===== src/rtl/clock_time_keeper_if.sv =====
// Bus bundle between the time keeper and its neighbours (enable generator, buttons, display).
// The pm signal exists only when CLOCK_12H_EN is defined.
interface clock_time_keeper_if;
  logic       hit;
  logic       btn_mode;
  logic       btn_inc;
  logic       clear;
  logic [1:0] set_mode;
  logic [4:0] hours;
  logic [5:0] minutes;
  logic [5:0] seconds;
  logic       blink;
`ifdef CLOCK_12H_EN
  logic       pm;

  modport master (output hit, btn_mode, btn_inc,
                  input  clear, set_mode, hours, minutes, seconds, blink, pm);
  modport slave  (input  hit, btn_mode, btn_inc,
                  output clear, set_mode, hours, minutes, seconds, blink, pm);
`else
  modport master (output hit, btn_mode, btn_inc,
                  input  clear, set_mode, hours, minutes, seconds, blink);
  modport slave  (input  hit, btn_mode, btn_inc,
                  output clear, set_mode, hours, minutes, seconds, blink);
`endif
endinterface


===== src/rtl/clock_time_keeper.sv =====
// Time-of-day keeper with RUN / SET_HOUR / SET_MIN modes and auto-repeat increment.
// Define CLOCK_12H_EN for 12-hour display (hours 1..12 plus pm flag).
module clock_time_keeper #(
  parameter int HOLD_DELAY   = 2,
  parameter int HITS_PER_SEC = 2
) (
  input  logic ck,
  input  logic reset,
  clock_time_keeper_if.slave bus
);
  localparam int PW = (HITS_PER_SEC > 1) ? $clog2(HITS_PER_SEC) : 1;
  localparam int RW = (HOLD_DELAY > 0) ? $clog2(HOLD_DELAY + 1) : 1;
  localparam logic [PW-1:0] PHASE_LAST = PW'(HITS_PER_SEC - 1);
  localparam logic [RW-1:0] REP_LIMIT  = RW'(HOLD_DELAY);
`ifdef CLOCK_12H_EN
  localparam logic [4:0] HOUR_RESET = 5'd12;
`else
  localparam logic [4:0] HOUR_RESET = 5'd0;
`endif

  typedef enum logic [1:0] {
    RUN      = 2'b00,
    SET_HOUR = 2'b01,
    SET_MIN  = 2'b10,
    BAD      = 2'b11
  } mode_e;

  mode_e          state_q, state_d;
  logic [4:0]     hours_q, hours_d;
  logic [5:0]     min_q, min_d;
  logic [5:0]     sec_q, sec_d;
  logic [PW-1:0]  phase_q, phase_d;
  logic [RW-1:0]  rep_q, rep_d;
  logic           mode_q, inc_q, live_q;
  logic           clear_q, clear_d;
  logic           blink_q, blink_d;
  logic           bump_field, bump_hour;
  logic           mode_rise, inc_rise;
`ifdef CLOCK_12H_EN
  logic           pm_q, pm_d;
`endif

  // live_q masks the first cycle after reset so a button held through reset is not an edge.
  assign mode_rise = bus.btn_mode & ~mode_q & live_q;
  assign inc_rise  = bus.btn_inc  & ~inc_q  & live_q;

  function automatic logic [4:0] hour_next(input logic [4:0] h);
`ifdef CLOCK_12H_EN
    return (h == 5'd12) ? 5'd1 : h + 5'd1;
`else
    return (h == 5'd23) ? 5'd0 : h + 5'd1;
`endif
  endfunction

  always_ff @(posedge ck or posedge reset) begin
    if (reset) begin
      state_q <= RUN;
      hours_q <= HOUR_RESET;
      min_q   <= '0;
      sec_q   <= '0;
      phase_q <= '0;
      rep_q   <= '0;
      mode_q  <= 1'b0;
      inc_q   <= 1'b0;
      live_q  <= 1'b0;
      clear_q <= 1'b0;
      blink_q <= 1'b0;
`ifdef CLOCK_12H_EN
      pm_q    <= 1'b0;
`endif
    end else begin
      state_q <= state_d;
      hours_q <= hours_d;
      min_q   <= min_d;
      sec_q   <= sec_d;
      phase_q <= phase_d;
      rep_q   <= rep_d;
      mode_q  <= bus.btn_mode;
      inc_q   <= bus.btn_inc;
      live_q  <= 1'b1;
      clear_q <= clear_d;
      blink_q <= blink_d;
`ifdef CLOCK_12H_EN
      pm_q    <= pm_d;
`endif
    end
  end

  always_comb begin
    state_d    = state_q;
    hours_d    = hours_q;
    min_d      = min_q;
    sec_d      = sec_q;
    phase_d    = phase_q;
    rep_d      = rep_q;
    clear_d    = 1'b0;
    blink_d    = blink_q;
    bump_field = 1'b0;
    bump_hour  = 1'b0;
`ifdef CLOCK_12H_EN
    pm_d       = pm_q;
`endif
    case (state_q)
      RUN: begin
        blink_d = 1'b0;
        rep_d   = '0;
        if (mode_rise) begin
          state_d = SET_HOUR;
          clear_d = 1'b1;
        end else if (bus.hit) begin
          if (phase_q == PHASE_LAST) begin
            phase_d = '0;
            if (sec_q == 6'd59) begin
              sec_d = '0;
              if (min_q == 6'd59) begin
                min_d     = '0;
                bump_hour = 1'b1;
              end else begin
                min_d = min_q + 6'd1;
              end
            end else begin
              sec_d = sec_q + 6'd1;
            end
          end else begin
            phase_d = phase_q + 1'b1;
          end
        end
      end
      SET_HOUR, SET_MIN: begin
        if (mode_rise) begin
          blink_d = 1'b0;
          rep_d   = '0;
          if (state_q == SET_HOUR) begin
            state_d = SET_MIN;
          end else begin
            state_d = RUN;
            clear_d = 1'b1;
            sec_d   = '0;
            phase_d = '0;
          end
        end else if (inc_rise) begin
          bump_field = 1'b1;
          rep_d      = '0;
          clear_d    = 1'b1;
          blink_d    = 1'b1;
        end else if (bus.btn_inc && bus.hit) begin
          // Hold-off hits count up first; only after HOLD_DELAY of them does the field repeat.
          if (rep_q < REP_LIMIT) begin
            rep_d   = rep_q + 1'b1;
            blink_d = ~blink_q;
          end else begin
            bump_field = 1'b1;
            blink_d    = 1'b1;
          end
        end else if (bus.hit) begin
          blink_d = ~blink_q;
        end
        if (!bus.btn_inc) rep_d = '0;
      end
      default: begin
        state_d = RUN;
        blink_d = 1'b0;
        rep_d   = '0;
      end
    endcase

    if (bump_field) begin
      if (state_q == SET_HOUR) bump_hour = 1'b1;
      else                     min_d = (min_q == 6'd59) ? 6'd0 : min_q + 6'd1;
    end
    if (bump_hour) begin
      hours_d = hour_next(hours_q);
`ifdef CLOCK_12H_EN
      if (hours_q == 5'd11) pm_d = ~pm_q;
`endif
    end
  end

  assign bus.clear    = clear_q;
  assign bus.set_mode = state_q;
  assign bus.hours    = hours_q;
  assign bus.minutes  = min_q;
  assign bus.seconds  = sec_q;
  assign bus.blink    = blink_q;
`ifdef CLOCK_12H_EN
  assign bus.pm       = pm_q;
`endif
endmodule

===== src/flat_wrapper.sv =====
// flat-port wrapper written by rule: the top's interface ports become plain ports
module clock_time_keeper_flat 
#(
  parameter int HOLD_DELAY   = 2,
  parameter int HITS_PER_SEC = 2
)
  (ck, reset, bus_hit, bus_btn_mode, bus_btn_inc, bus_clear, bus_set_mode, bus_hours, bus_minutes, bus_seconds, bus_blink);
  clock_time_keeper_if bus_i ();
  input  logic ck;
  input  logic reset;
  input wire logic [$bits(bus_i.hit)-1:0] bus_hit;
  input wire logic [$bits(bus_i.btn_mode)-1:0] bus_btn_mode;
  input wire logic [$bits(bus_i.btn_inc)-1:0] bus_btn_inc;
  output wire logic [$bits(bus_i.clear)-1:0] bus_clear;
  output wire logic [$bits(bus_i.set_mode)-1:0] bus_set_mode;
  output wire logic [$bits(bus_i.hours)-1:0] bus_hours;
  output wire logic [$bits(bus_i.minutes)-1:0] bus_minutes;
  output wire logic [$bits(bus_i.seconds)-1:0] bus_seconds;
  output wire logic [$bits(bus_i.blink)-1:0] bus_blink;
  assign bus_i.hit = bus_hit;
  assign bus_i.btn_mode = bus_btn_mode;
  assign bus_i.btn_inc = bus_btn_inc;
  assign bus_clear = bus_i.clear;
  assign bus_set_mode = bus_i.set_mode;
  assign bus_hours = bus_i.hours;
  assign bus_minutes = bus_i.minutes;
  assign bus_seconds = bus_i.seconds;
  assign bus_blink = bus_i.blink;
  clock_time_keeper #(.HOLD_DELAY(HOLD_DELAY), .HITS_PER_SEC(HITS_PER_SEC)) u_core (.ck(ck), .reset(reset), .bus(bus_i));
endmodule

===== config.mk =====
export PLATFORM = sky130hd
export DESIGN_NAME = clock_time_keeper_flat
export DESIGN_NICKNAME = d
export VERILOG_FILES = /design/src/rtl/clock_time_keeper_if.sv /design/src/rtl/clock_time_keeper.sv /design/src/flat_wrapper.sv
export SDC_FILE = /design/constraint.sdc
export NUM_CORES = 1
export LEC_CHECK = 0
export ABC_AREA = 1
export CAP_MARGIN = 40
export CORE_UTILIZATION = 55
export CTS_CLUSTER_SIZE = 16
export DETAILED_ROUTE_END_ITERATION = 10
export DONT_BUFFER_PORTS = 1
export GPL_TIMING_DRIVEN = 0
export PLACE_DENSITY = 0.7
export RECOVER_POWER = 50
export REMOVE_ABC_BUFFERS = 1
export SLEW_MARGIN = 25
export SYNTH_ARGS = -nofsm -noshare
export SYNTH_HDL_FRONTEND = slang
export SYNTH_SLANG_ARGS = --single-unit

===== constraint.sdc =====
create_clock -name ck -period 1.97 [get_ports ck]
set_input_delay 0.0985 -clock ck [delete_from_list [all_inputs] [get_ports ck]]
set_output_delay 0.0985 -clock ck [all_outputs]
set_load 0.01 [all_outputs]

==> results.yml, run 1 <==
status:
  status: "finished clean"
grt:
  overflow: 0
  grt_pass1_vias: 1135
  grt.total_usage: 0.208
  antenna_found_initial: 0
  grt_max_degree: 18
  grt_pass1_wl_um: 4430
critical_path:
  start_kind: "register"
  r2r_start: "u_core.bus.set_mode[1]$_DFFE_PP0P_"
  cp-startpoint: "u_core.bus.set_mode[1]$_DFFE_PP0P_"
  worstSetupEndpointType: "register"
  r2r_setup_slack_ns: 0.19
  critPathKind: "register to register"
  r2r.worst_path.cells: 9
  path_max_fanout: 6
  arrival_ns: 2.07
  worstPathRequired_ns: 2.25
timing:
  timing.setup.tns_ns: 0
  final_hold_viol_count: 0
  holdWs_ns: 0.0140
  fin_crit_sh: 0.905
  fin_skew_ns: 0.00916
  tightest_slew_ns: 0.910
  setup_violations: 0
  slew-limit-headroom: 0.393
  slew_viol_final: 0
  fmax_mhz: 561
  finalCriticalPeriod_ns: 1.78
  rsz0062_at_grt: "no"
power:
  power_mw: 2.29
  ir_worst_vdd_mv: 0.928
  power.leakage_nw: 0.833
  powerDensity_nw_per_um2: 1370
clock_tree:
  root_buffer: "clkbuf_4"
  clock-sinks: 27
  cts.path.max_buffers: 2
  clkTransAtPathRegs_ns: 0.15
  clock_latency_ns: 0.33
  cts-buffers-inserted: 3
  cts_tree: "yes"
  h-tree-depth: 1
logic_synthesis:
  avgSynthCellArea_um2: 8.03
  synthMostInstantiatedCell: "nand2_1"
  netlist_top_cells_area: "dfrtp_1 45%, nand2_1 9.9%, inv_1 7.9%"
  synth_top_family_by_area: "simple AND/OR/NAND/NOR gates"
  synth_fa_ha_area_frac: 0.0495
  synth-async-reset-ratio: 1.00
  synth-compound-area-share: 0.108
  synth_ff_type: "dfrtp_1"
  synth_warnings: 0
  synth_area_um2: 1520
  synth_cell_type_count: 24
  synth_top_area_cell: "dfrtp_1"
  synth.cells.most_frequent: "40 x nand2_1, 32 x inv_1, 27 x dfrtp_1"
  ys_ff_latch: 27
  muxShareOfSynthArea: 0
  synth_top_area_frac: 0.445
  synth_edf_count: 0
  synth-simple-area-share: 0.276
  synthCells: 189
  synth_xor_area_frac: 0.0346
  seq_area_frac_synth: 0.445
placed_design:
  place_congestion: 0.766
  hpwl_um: 2080
  portBuffers: 0
route:
  drt-initial-drc-count: 28
  routed_wl_um: 2790
  dr.pass1.iters: 4
  drc: 0
  detail_route.wl_per_cell_um: 12.1
  vias: 1254
  via_per_inst: 5.43
  ant_nets: 0
final_layout:
  regArea_um2: 677
  multi_input_area_um2: 741
  utilization: 0.656
  fin_nets: 213
  area_growth_syn_to_layout_pct: 9.98
  drive_gt1_frac: 0.109
  num_antenna_cells: 0
  n_fill_cell: 234
floorplan:
  die_area_um2: 2970
  die_y_um: 54.5
  coreArea_um2: 2540
  boundaryPins: 26
  num_rows: 18
  initial_utilization: 0.596
  fp.dieW_um: 54.5
run:
  drv_cap: 0
min_path:
  worstHoldPathType: "input port to register"
  hold_depth: 4
  worstHoldStart: "bus_btn_inc"
metrics by stage:
step / setup slack [ns] / area, um^2 / instances
2_1_floorplan: 0.172 / 1510 / 188
3_3_place_gp: -0.115 / 1550 / 218
3_5_place_dp: -0.200 / 1580 / 219
4_1_cts: 0.0538 / 1650 / 227
5_1_grt: 0.0371 / 1670 / 231
6_report: 0.187 / 1670 / 231
logic make-up after synthesis:
kind of cell,Yosys count
and+or+nand+nor,88
adders and majority gates,6
DFF,27
buffers and inverters,33
AOI/OAI and AO/OA,28
xor gates and xnor gates,6
other,1
registers in the layout (all words and copies together) (netlist names):
signal and cells:
u_core.bus.blink 1, u_core.bus.clear 1, u_core.bus.hours 5, u_core.bus.minutes 6, u_core.bus.seconds 6, u_core.bus.set_mode 2, u_core.inc_q 1, u_core.live_q 1
u_core.mode_q 1, u_core.phase_q 1, u_core.rep_q 2
layout by cell type, fill, tap and decap left out:
master and count:
buf_4 3, o21ai_0 14, conb_1 1, o211ai_1 1, a21oi_1 7, clkinv_2 1, nor2_4 1, nor2_1 13
nand3b_1 1, dlygate4sd3_1 4, nor3_1 1, o21ai_4 1, dfrtp_2 1, nor2_2 3, inv_1 32, a21boi_1 1
nand3_1 19, nand2_1 40, ha_4 1, ha_1 5, nand4_1 4, clkbuf_4 3, nand2_4 1, a31oi_1 1
nand3_2 6, o21ai_2 1, xor2_1 6, o21ai_1 1, dfrtp_1 26, clkbuf_1 1, o31ai_1 1
layout make-up:
class	instances	share of cell area
clock buffers	3	0.0135
clock inverters	1	0.00300
inverters	32	0.0720
multi-input cells	130	0.444
flip-flops and latches	27	0.406
well taps	30	0.0225
repair buffers	8	0.0397
repair_timing:
| action | in CTS | in global routing |
|---|---|---|
| pin swaps | 0 | 2 |
| endpoints found under the hold margin | 15 | 0 |
| setup buffers | 0 | 3 |
| resized for setup | 2 | 3 |
| hold buffers | 4 | 0 |
| gates cloned | 0 | 1 |
| endpoints found under the setup margin | 7 | 10 |
power breakdown:
part	switching [mW]	internal [mW]	total, mW
clock network	0.166	0.0762	0.242
registers	0.293	0.740	1.03
logic	0.606	0.413	1.02
total	1.06	1.23	2.29
worst max-delay path, cell delays in order (launching register included):
cell and delay (ns):
dfrtp_1 0.45, inv_1 0.12, ha_4 0.31, inv_1 0.07, nand2_1 0.09, nand4_1 0.20
nor2_4 0.22, buf_4 0.14, nand3_1 0.06, nand2_1 0.07
worst paths after layout:
check | endpoint
setup / recovery | u_core.bus.seconds[5]$_DFFE_PP0P_
hold / removal | u_core.bus.blink$_DFFE_PP0P_
setup reg to reg | u_core.bus.seconds[5]$_DFFE_PP0P_
hold reg to reg | u_core.phase_q$_DFFE_PP0P_
max in group asynchronous | u_core.bus.set_mode[0]$_DFFE_PP0P_
min in group asynchronous | u_core.bus.minutes[4]$_DFF_PP0_
layer usage:
metal | vias up | part of all wire | GRT usage
met5 | - | 0 | 0
met4 | 0 | 0.010 | 0.0641
met3 | 4 | 0.036 | 0.0472
met2 | 18 | 0.49 | 0.352
met1 | 595 | 0.46 | 0.261
li1 | 637 | - | -
Note: power is estimated with default switching activity, not from simulation.
==> run 2: changes to the inputs <==
--- a/config.mk
+++ b/config.mk
@@ -7,12 +7,14 @@
 export LEC_CHECK = 0
 export ABC_AREA = 1
 export CAP_MARGIN = 40
-export CORE_UTILIZATION = 55
+export CELL_PAD_IN_SITES_DETAIL_PLACEMENT = 0
+export CELL_PAD_IN_SITES_GLOBAL_PLACEMENT = 1
+export CORE_UTILIZATION = 45
 export CTS_CLUSTER_SIZE = 16
 export DETAILED_ROUTE_END_ITERATION = 10
 export DONT_BUFFER_PORTS = 1
 export GPL_TIMING_DRIVEN = 0
-export PLACE_DENSITY = 0.7
+export PLACE_DENSITY_LB_ADDON = 0.1
 export RECOVER_POWER = 50
 export REMOVE_ABC_BUFFERS = 1
 export SLEW_MARGIN = 25
==> results.yml, run 2 (synthesis gave the netlist of run 1 again) <==
clock_tree:
  cts-buffers-inserted: 3
  root_buffer: "clkbuf_4"
  clkTransAtPathRegs_ns: 0.15
  h-tree-depth: 1
  cts.path.max_buffers: 2
  clock-sinks: 27
  clock_latency_ns: 0.32
  cts_tree: "yes"
floorplan:
  num_rows: 20
  coreArea_um2: 3130
  initial_utilization: 0.485
  boundaryPins: 26
  fp.dieW_um: 60.1
  die_y_um: 60.1
  die_area_um2: 3610
final_layout:
  utilization: 0.534
  layout_common_cells: "40 x nand2_1, 32 x inv_1, 26 x dfrtp_1"
  fin_nets: 211
  layout_commonest_cell: "nand2_1"
  area_growth_syn_to_layout_pct: 10.1
  num_antenna_cells: 0
  drive_gt1_frac: 0.0955
power:
  power_mw: 2.26
  ir_worst_vdd_mv: 0.575
  power.leakage_nw: 0.823
  powerDensity_nw_per_um2: 1350
timing:
  slew_viol_final: 0
  holdWs_ns: 0.0249
  timing.setup.tns_ns: 0
  final_hold_viol_count: 0
  finalCriticalPeriod_ns: 1.78
  fin_ws_ns: 0.193
  fmax_mhz: 563
  tightest_slew_ns: 0.883
  rsz0062_at_grt: "no"
  fin_skew_ns: 0.00873
  slew-limit-headroom: 0.411
  fin_crit_sh: 0.902
  setup_violations: 0
grt:
  grt_max_degree: 17
  overflow: 0
  grt_pass1_wl_um: 5060
  grt.total_usage: 0.184
  antenna_found_initial: 0
  grt_pass1_vias: 1154
critical_path:
  worstPathCellList: "inv_1, ha_4, inv_1, nor2_1, nand3_2, nand2_4, inv_1, o21ai_2, nand2_1, inv_1"
  worstSetupEndpointType: "register"
  crit_buf_inv: 4
  cp_top_family: "simple AND/OR/NAND/NOR gates"
  worstPathRequired_ns: 2.24
  start_kind: "register"
  arrival_ns: 2.05
  path_max_fanout: 9
  critPathMaxStageDelay_ns: 0.45
  critPathMostFrequentCell: "inv_1"
  critPathKind: "register to register"
  r2r_setup_slack_ns: 0.19
  crit_slowest_cell: "dfrtp_1"
placed_design:
  place_congestion: 0.798
  hpwl_um: 2200
  dp_slack_ns: -0.192
  portBuffers: 0
min_path:
  worstHoldPathType: "input port to register"
route:
  ant_nets: 0
  via_per_inst: 5.00
  vias: 1216
  detail_route.wl_per_cell_um: 12.3
  routed_wl_um: 2990
  drt-initial-drc-count: 88
  dr.pass1.iters: 4
  drc: 0
run:
  drv_cap: 0
status:
  status: "finished clean"
==> run 2: path summary, 6_finish.rpt <==
path | startpoint | endpoint | cells after the start
max in group asynchronous | reset | u_core.bus.minutes[3]$_DFF_PP0_ | 3
min reg2reg | u_core.phase_q$_DFFE_PP0P_ | u_core.phase_q$_DFFE_PP0P_ | 2
min in group asynchronous | reset | u_core.bus.set_mode[1]$_DFFE_PP0P_ | 2
max | u_core.bus.set_mode[1]$_DFFE_PP0P_ | u_core.bus.minutes[3]$_DFF_PP0_ | 10
min | bus_hit | u_core.bus.blink$_DFFE_PP0P_ | 4
max reg2reg | u_core.bus.set_mode[1]$_DFFE_PP0P_ | u_core.bus.minutes[3]$_DFF_PP0_ | 10
==> run 2: per-stage QoR <==
step                instances  instance area [um^2]
floorplan                 188                  1510
global placement          232                  1570
detailed placement        233                  1590
CTS                       241                  1670
global route              243                  1670
finish                    243                  1670
==> run 2: timing repair <==
item,in CTS,in global routing
hold endpoints to repair,16,0
endpoints found under the setup margin,7,10
gates resized for setup,2,3
hold buffers,4,0
pin swaps,0,2
buffers inserted,0,2
cloned,0,0
==> run 2: layout make-up <==
| cell class | instances | area [um^2] |
|---|---|---|
| fillers | 323 | 1460 |
| multi-input cells | 129 | 734 |
| flip-flops and latches | 27 | 677 |
| inverters | 32 | 120 |
| repair buffers | 7 | 58.8 |
| well taps | 44 | 55.1 |
| clock buffers | 4 | 26.3 |
==> run 2: worst min-delay path: cells and delay by family <==
kind / cells / cell delay (ns)
compound gates: 1 / 0.04
simple gates: 3 / 0.20
==> run 2: per-layer routing <==
metal | track usage | vias up | part of all wire
met2 | 0.303 | 19 | 0.49
met5 | 0 | - | 0
li1 | - | 628 | -
met3 | 0.0303 | 6 | 0.032
met4 | 0.0664 | 0 | 0.0097
met1 | 0.243 | 563 | 0.47
==> run 2: power by group <==
part | internal, mW | switching, mW | total, mW
sequential | 0.740 | 0.298 | 1.04
combinational | 0.389 | 0.591 | 0.980
clock | 0.0792 | 0.165 | 0.244
